$ cat config.mk
export PLATFORM = sky130hd
export DESIGN_NAME = rr_arb8_enc
export DESIGN_NICKNAME = d
export VERILOG_FILES = /design/src/rtl/rr_arb8_enc.sv
export SDC_FILE = /design/constraint.sdc
export NUM_CORES = 1
export LEC_CHECK = 0
export ABC_CLOCK_PERIOD_IN_PS = 4400
export CORE_MARGIN = 1.5
export CORE_UTILIZATION = 57
export CTS_CLUSTER_SIZE = 24
export DETAILED_ROUTE_END_ITERATION = 10
export PLACE_DENSITY = 0.82
export SETUP_SLACK_MARGIN = 0.15
export SLEW_MARGIN = 20
export SYNTH_ARGS = -nofsm -noshare
export SYNTH_HDL_FRONTEND = slang
export SYNTH_SLANG_ARGS = --single-unit
$ cat constraint.sdc
create_clock -name clk -period 4.4 [get_ports clk]
set_clock_uncertainty 0.1 [all_clocks]
set_input_delay 0.44 -clock clk [delete_from_list [all_inputs] [get_ports clk]]
set_output_delay 0.44 -clock clk [all_outputs]
set_load 0.005 [all_outputs]
$ cat src/rtl/rr_arb8_enc.sv
// Eight-requester round-robin arbiter with hold-time preemption.
// Reports the winner one-hot (gnt) and encoded (gnt_idx); all outputs registered.
module rr_arb8_enc #(
  parameter int unsigned MAX_HOLD = 15
) (
  input  logic       clk,
  input  logic       rst,
  input  logic [7:0] req,
  output logic [7:0] gnt,
  output logic [2:0] gnt_idx,
  output logic       busy,
  output logic       preempt
);

  typedef enum logic {S_IDLE, S_GRANT} state_t;

  localparam logic [7:0] HOLD_LIM = 8'(MAX_HOLD);

  state_t     state_q, state_d;
  logic [2:0] ptr_q, ptr_d;
  logic [2:0] owner_q, owner_d;
  logic [7:0] hold_cnt_q, hold_cnt_d;
  logic [7:0] gnt_q, gnt_d;
  logic [2:0] gnt_idx_q, gnt_idx_d;
  logic       preempt_q, preempt_d;

  logic       sel_found;
  logic [2:0] sel_idx;
  logic [2:0] cand;
  logic       timeout;

  // Rotating priority scan: first set request at ptr, ptr+1, ... (mod 8).
  always_comb begin
    sel_found = 1'b0;
    sel_idx   = '0;
    cand      = '0;
    for (int i = 0; i < 8; i++) begin
      cand = ptr_q + 3'(i);
      if (!sel_found && req[cand]) begin
        sel_found = 1'b1;
        sel_idx   = cand;
      end
    end
  end

  assign timeout = (HOLD_LIM != 8'd0) && (hold_cnt_q >= HOLD_LIM) && ((req & ~gnt_q) != 8'd0);

  always_comb begin
    state_d    = state_q;
    ptr_d      = ptr_q;
    owner_d    = owner_q;
    hold_cnt_d = hold_cnt_q;
    gnt_d      = gnt_q;
    gnt_idx_d  = gnt_idx_q;
    preempt_d  = 1'b0;
    unique case (state_q)
      S_IDLE: begin
        if (sel_found) begin
          gnt_d      = 8'b1 << sel_idx;
          gnt_idx_d  = sel_idx;
          owner_d    = sel_idx;
          hold_cnt_d = 8'd1;
          state_d    = S_GRANT;
        end
      end
      S_GRANT: begin
        if (!req[owner_q] || timeout) begin
          gnt_d     = 8'd0;
          gnt_idx_d = 3'd0;
          ptr_d     = owner_q + 3'd1;
          state_d   = S_IDLE;
          // A simultaneous release wins over the timeout, so no pulse then.
          preempt_d = req[owner_q];
        end else if (hold_cnt_q != 8'hFF) begin
          hold_cnt_d = hold_cnt_q + 8'd1;
        end
      end
      default: state_d = S_IDLE;
    endcase
  end

  always_ff @(posedge clk or posedge rst) begin
    if (rst) begin
      state_q    <= S_IDLE;
      ptr_q      <= 3'd0;
      owner_q    <= 3'd0;
      hold_cnt_q <= 8'd0;
      gnt_q      <= 8'd0;
      gnt_idx_q  <= 3'd0;
      preempt_q  <= 1'b0;
    end else begin
      state_q    <= state_d;
      ptr_q      <= ptr_d;
      owner_q    <= owner_d;
      hold_cnt_q <= hold_cnt_d;
      gnt_q      <= gnt_d;
      gnt_idx_q  <= gnt_idx_d;
      preempt_q  <= preempt_d;
    end
  end

  assign gnt     = gnt_q;
  assign gnt_idx = gnt_idx_q;
  assign busy    = |gnt_q;
  assign preempt = preempt_q;

endmodule
==> impl_metrics.xml <==
<?xml version="1.0" encoding="UTF-8"?>
<metrics>
  <group name="synth">
    <metric name="ys_seq_area_share" unit="%">28.11</metric>
    <metric name="complex_gate_fraction_of_the_synthesized_area" unit="%">19.89</metric>
    <metric name="synthArstFlopShare" unit="%">100.0</metric>
    <metric name="mappedNetlistArea" unit="um2">2404</metric>
    <metric name="synth_adder_area_share" unit="%">2.082</metric>
    <metric name="post_synthesis_sequential_element_count" unit="">27</metric>
    <metric name="synth_xor_area_share" unit="%">1.458</metric>
    <metric name="synth.top_cells.by_area" unit="">dfrtp_1, mux4_2, mux2i_1</metric>
    <metric name="synthesis.yosys.warnings" unit="">0</metric>
    <metric name="synth_top_family_by_area" unit="">multiplexers</metric>
    <metric name="synth.distinct_cells" unit="">54</metric>
    <metric name="yosys-mux-area-fraction" unit="%">27.54</metric>
    <metric name="synth.largest_area_cell" unit="">dfrtp_1</metric>
    <metric name="mappedNetlistNets" unit="">245</metric>
    <metric name="synth_simple_gate_area_share" unit="%">13.43</metric>
    <metric name="synth.top_cell.area_share" unit="%">28.11</metric>
    <metric name="post_synth_inst_count" unit="">231</metric>
    <metric name="postSynthAreaPerCell" unit="um2">10.41</metric>
    <metric name="main_synth_ff_type" unit="">dfrtp_1</metric>
    <metric name="synth_edf_count" unit="">0</metric>
  </group>
  <group name="power_and_ir_drop">
    <metric name="power" unit="mW">2.328</metric>
    <metric name="p_comb_share" unit="%">75.2</metric>
    <metric name="p_per_area" unit="nW/um2">887.1</metric>
    <metric name="ir_worst_vdd" unit="V">0.0004136</metric>
    <metric name="clockPowerShare" unit="%">6.1</metric>
    <metric name="internal_power" unit="mW">1.190</metric>
    <metric name="seqPwrFrac" unit="%">18.7</metric>
    <metric name="static_leak" unit="nW">1.052</metric>
    <metric name="switching_share" unit="%">48.86</metric>
    <metric name="power_switching" unit="mW">1.137</metric>
  </group>
  <group name="timing">
    <metric name="final_hold_viol_count" unit="">0</metric>
    <metric name="rsz0062_at_grt" unit="">false</metric>
    <metric name="fin_crit_sh" unit="%">87.45</metric>
    <metric name="worst-slew-pin-transition" unit="ns">0.7195</metric>
    <metric name="final.setup.tns" unit="ns">0</metric>
    <metric name="report.final.slew_viol_count" unit="">0</metric>
    <metric name="slew-limit-headroom" unit="%">51.86</metric>
    <metric name="timing.fmax" unit="GHz">0.2599</metric>
    <metric name="final-setup-viol-count" unit="">0</metric>
    <metric name="finalCriticalPeriod" unit="ns">3.848</metric>
  </group>
  <group name="placed_design">
    <metric name="gp_congestion" unit="">0.8867</metric>
    <metric name="dp.final_hpwl" unit="mm">4.110</metric>
    <metric name="placed_cells" unit="">285</metric>
    <metric name="io_buffer_count" unit="">22</metric>
  </group>
  <group name="final_layout">
    <metric name="design.final.nets" unit="">254</metric>
    <metric name="finish.utilization" unit="%">65.12</metric>
    <metric name="layoutNonFillerInstCount" unit="">289</metric>
    <metric name="syn2layout_area_growth" unit="%">9.162</metric>
    <metric name="diodes" unit="">0</metric>
    <metric name="layout.filler_cells" unit="">330</metric>
    <metric name="drive_above_1_share" unit="%">16.74</metric>
  </group>
  <group name="floorplan">
    <metric name="io-pin-count" unit="">23</metric>
    <metric name="floorplan.die_area" unit="um2">4615</metric>
    <metric name="initial_utilization" unit="%">59.66</metric>
    <metric name="num_rows" unit="">23</metric>
    <metric name="core_region_area" unit="um2">4029</metric>
    <metric name="die_width" unit="um">67.94</metric>
    <metric name="height_of_the_die" unit="um">67.94</metric>
  </group>
  <group name="routing">
    <metric name="detail_route.wirelength" unit="mm">5.745</metric>
    <metric name="wire_per_inst" unit="um">19.88</metric>
    <metric name="dr_total_vias" unit="">2032</metric>
    <metric name="drc_errors" unit="">0</metric>
    <metric name="initial_drt_markers" unit="">195</metric>
    <metric name="drt_pre_antenna_iters" unit="">5</metric>
    <metric name="antenna_violating_nets_post_route" unit="">0</metric>
    <metric name="vias_per_cell" unit="">7.031</metric>
  </group>
  <group name="clock_network">
    <metric name="htree_levels" unit="">1</metric>
    <metric name="clkLatencyLatePin" unit="ns">0.28</metric>
    <metric name="post_cts.repair.setup_buffers" unit="">0</metric>
    <metric name="cts_made_buffers" unit="">3</metric>
    <metric name="clk_path_buf_depth" unit="">2</metric>
    <metric name="cts_root_buffer" unit="">clkbuf_8</metric>
    <metric name="clock_sinks" unit="">27</metric>
    <metric name="path_clk_slew" unit="ns">0.09</metric>
    <metric name="tritoncts" unit="">yes</metric>
    <metric name="cts_hold_repair_buffers" unit="">0</metric>
    <metric name="postCtsResizedCells" unit="">0</metric>
  </group>
  <group name="global_route">
    <metric name="number_of_antenna_violations_at_the_first_check_in_global_routing" unit="">0</metric>
    <metric name="largest_net_degree_at_the_start_of_global_routing" unit="">28</metric>
    <metric name="grt_first_pass_wirelength" unit="mm">9.501</metric>
    <metric name="grt_usage" unit="%">27.32</metric>
    <metric name="grt_overflow" unit="">0</metric>
    <metric name="first_global_vias" unit="">1903</metric>
  </group>
  <group name="hold_path">
    <metric name="hp-class" unit="">input port to asynchronous set/reset pin</metric>
  </group>
  <group name="worst_setup_path">
    <metric name="worst_ep_required_time" unit="ns">4.52</metric>
    <metric name="worstSetupStartpointType" unit="">register</metric>
    <metric name="crit_path_max_fanout" unit="">14</metric>
    <metric name="worstPathArrival" unit="ns">3.97</metric>
    <metric name="critical_path_class" unit="">register to register</metric>
    <metric name="worstSetupEndpointType" unit="">register</metric>
  </group>
  <group name="run">
    <metric name="cap_viol_max_count" unit="">0</metric>
  </group>
  <group name="status">
    <metric name="outcome" unit="">complete, no violations</metric>
  </group>
</metrics>
logic make-up after synthesis:
kind of cell,Yosys count
AOI/OAI and AO/OA,61
buffers and inverters,34
muxes,41
and+or+nand+nor,60
xor gates and xnor gates,4
adders and majority gates,4
DFF,27
worst paths after layout:
kind                             from             to  slack (ns)  cells after the start
setup reg to reg             ptr_q[0]     gnt_idx[0]        0.55                     10
hold reg to reg            gnt_idx[2]     gnt_idx[2]        0.41                      1
setup / recovery             ptr_q[0]     gnt_idx[0]        0.55                     10
hold / removal                    rst  hold_cnt_q[3]        0.41                      2
max in group asynchronous         rst         gnt[7]        3.43                      2
min in group clk           gnt_idx[2]     gnt_idx[2]        0.41                      1
worst max-delay path: stages, from the launching register on:
cell     delay [ns]
dfrtp_1        0.37
inv_1          0.13
ha_1           0.68
mux4_2         0.46
a21o_1         0.24
o32ai_4        0.30
and3_1         0.35
a21oi_1        0.12
buf_4          0.20
nor2_1         0.58
a22o_1         0.25
routing by layer:
| layer | share of wire (%) | global-route usage [%] | up-vias |
|---|---|---|---|
| li1 | - | - | 912 |
| met1 | 44 | 38.49 | 1008 |
| met2 | 47 | 45.27 | 101 |
| met3 | 7.5 | 3.618 | 11 |
| met4 | 1.2 | 6.000 | 0 |
| met5 | 0 | 0 | - |
power groups by stage:
stage	logic [mW]	clock network, mW	registers (mW)
floorplan	1.43	0	0.395
global placement	1.69	0	0.435
detailed placement	1.72	0	0.435
CTS	1.73	0.142	0.432
global route	1.89	0.152	0.446
finish	1.75	0.143	0.435
sequential cells by signal (all words and copies together), names as in the netlist:
signal and cells:
state_q 1, preempt 1, hold_cnt_q 8, gnt 8, owner_q 3, gnt_idx 3, ptr_q 3
metrics by stage:
| stage | area, um2 | hold WS (ns) | setup slack [ns] |
|---|---|---|---|
| 2_1_floorplan | 2404 | 0.3741 | 0.9665 |
| 3_3_place_gp | 2577 | 0.3743 | 0.7228 |
| 3_5_place_dp | 2577 | 0.3778 | 0.5664 |
| 4_1_cts | 2624 | 0.4019 | 0.5809 |
| 5_1_grt | 2624 | 0.4191 | 0.3314 |
| 6_report | 2624 | 0.4066 | 0.5523 |
cells in the mapped netlist (3+ instances only):
library cell and number:
a31oi_1 3, a22o_1 3, nor2_1 10, or3_1 7, o21ai_0 7, o21ai_1 7
and2_1 6, buf_6 5, a21oi_1 9, xor2_1 3, nand3_1 5, nand2b_1 4
clkbuf_1 6, mux2i_1 14, nor4_1 3, mux4_2 18, dfrtp_1 27, inv_1 12
a32o_1 8, nand2_1 13, a21o_1 3, buf_2 8, mux2_2 8, o22ai_1 3
ha_1 4
area by class of cell:
cell class	instances	area [um2]	share of cell area, %
Timing Repair Buffer	25	242.7	9.251
Tap cell	50	62.56	2.384
Clock buffer	3	41.29	1.574
Sequential cell	27	675.6	25.75
Inverter	13	48.80	1.860
Clock inverter	1	5.005	0.1907
Multi-Input combinational cell	170	1548	58.99
layout by cell type (no fill, tap or decap), drive strengths merged, types with 2 or more instances in the layout:
cell / instances
a22o: 3
a31oi: 3
or3: 7
dfrtp: 27
nor2: 10
inv: 13
a21oi: 9
o22ai: 3
nor3: 4
mux2i: 14
a32o: 8
ha: 4
nand2b: 4
nand3: 5
clkdlybuf4s50: 22
o31ai: 2
or4: 2
xor2: 3
nor4: 3
nand2: 13
mux2: 8
a221oi: 2
and2: 6
a21o: 3
and3: 2
o21ai: 14
buf: 3
mux4: 19
o21a: 2
clkbuf: 3
nand4: 2
No activity file was read; power rests on OpenSTA's default activity.
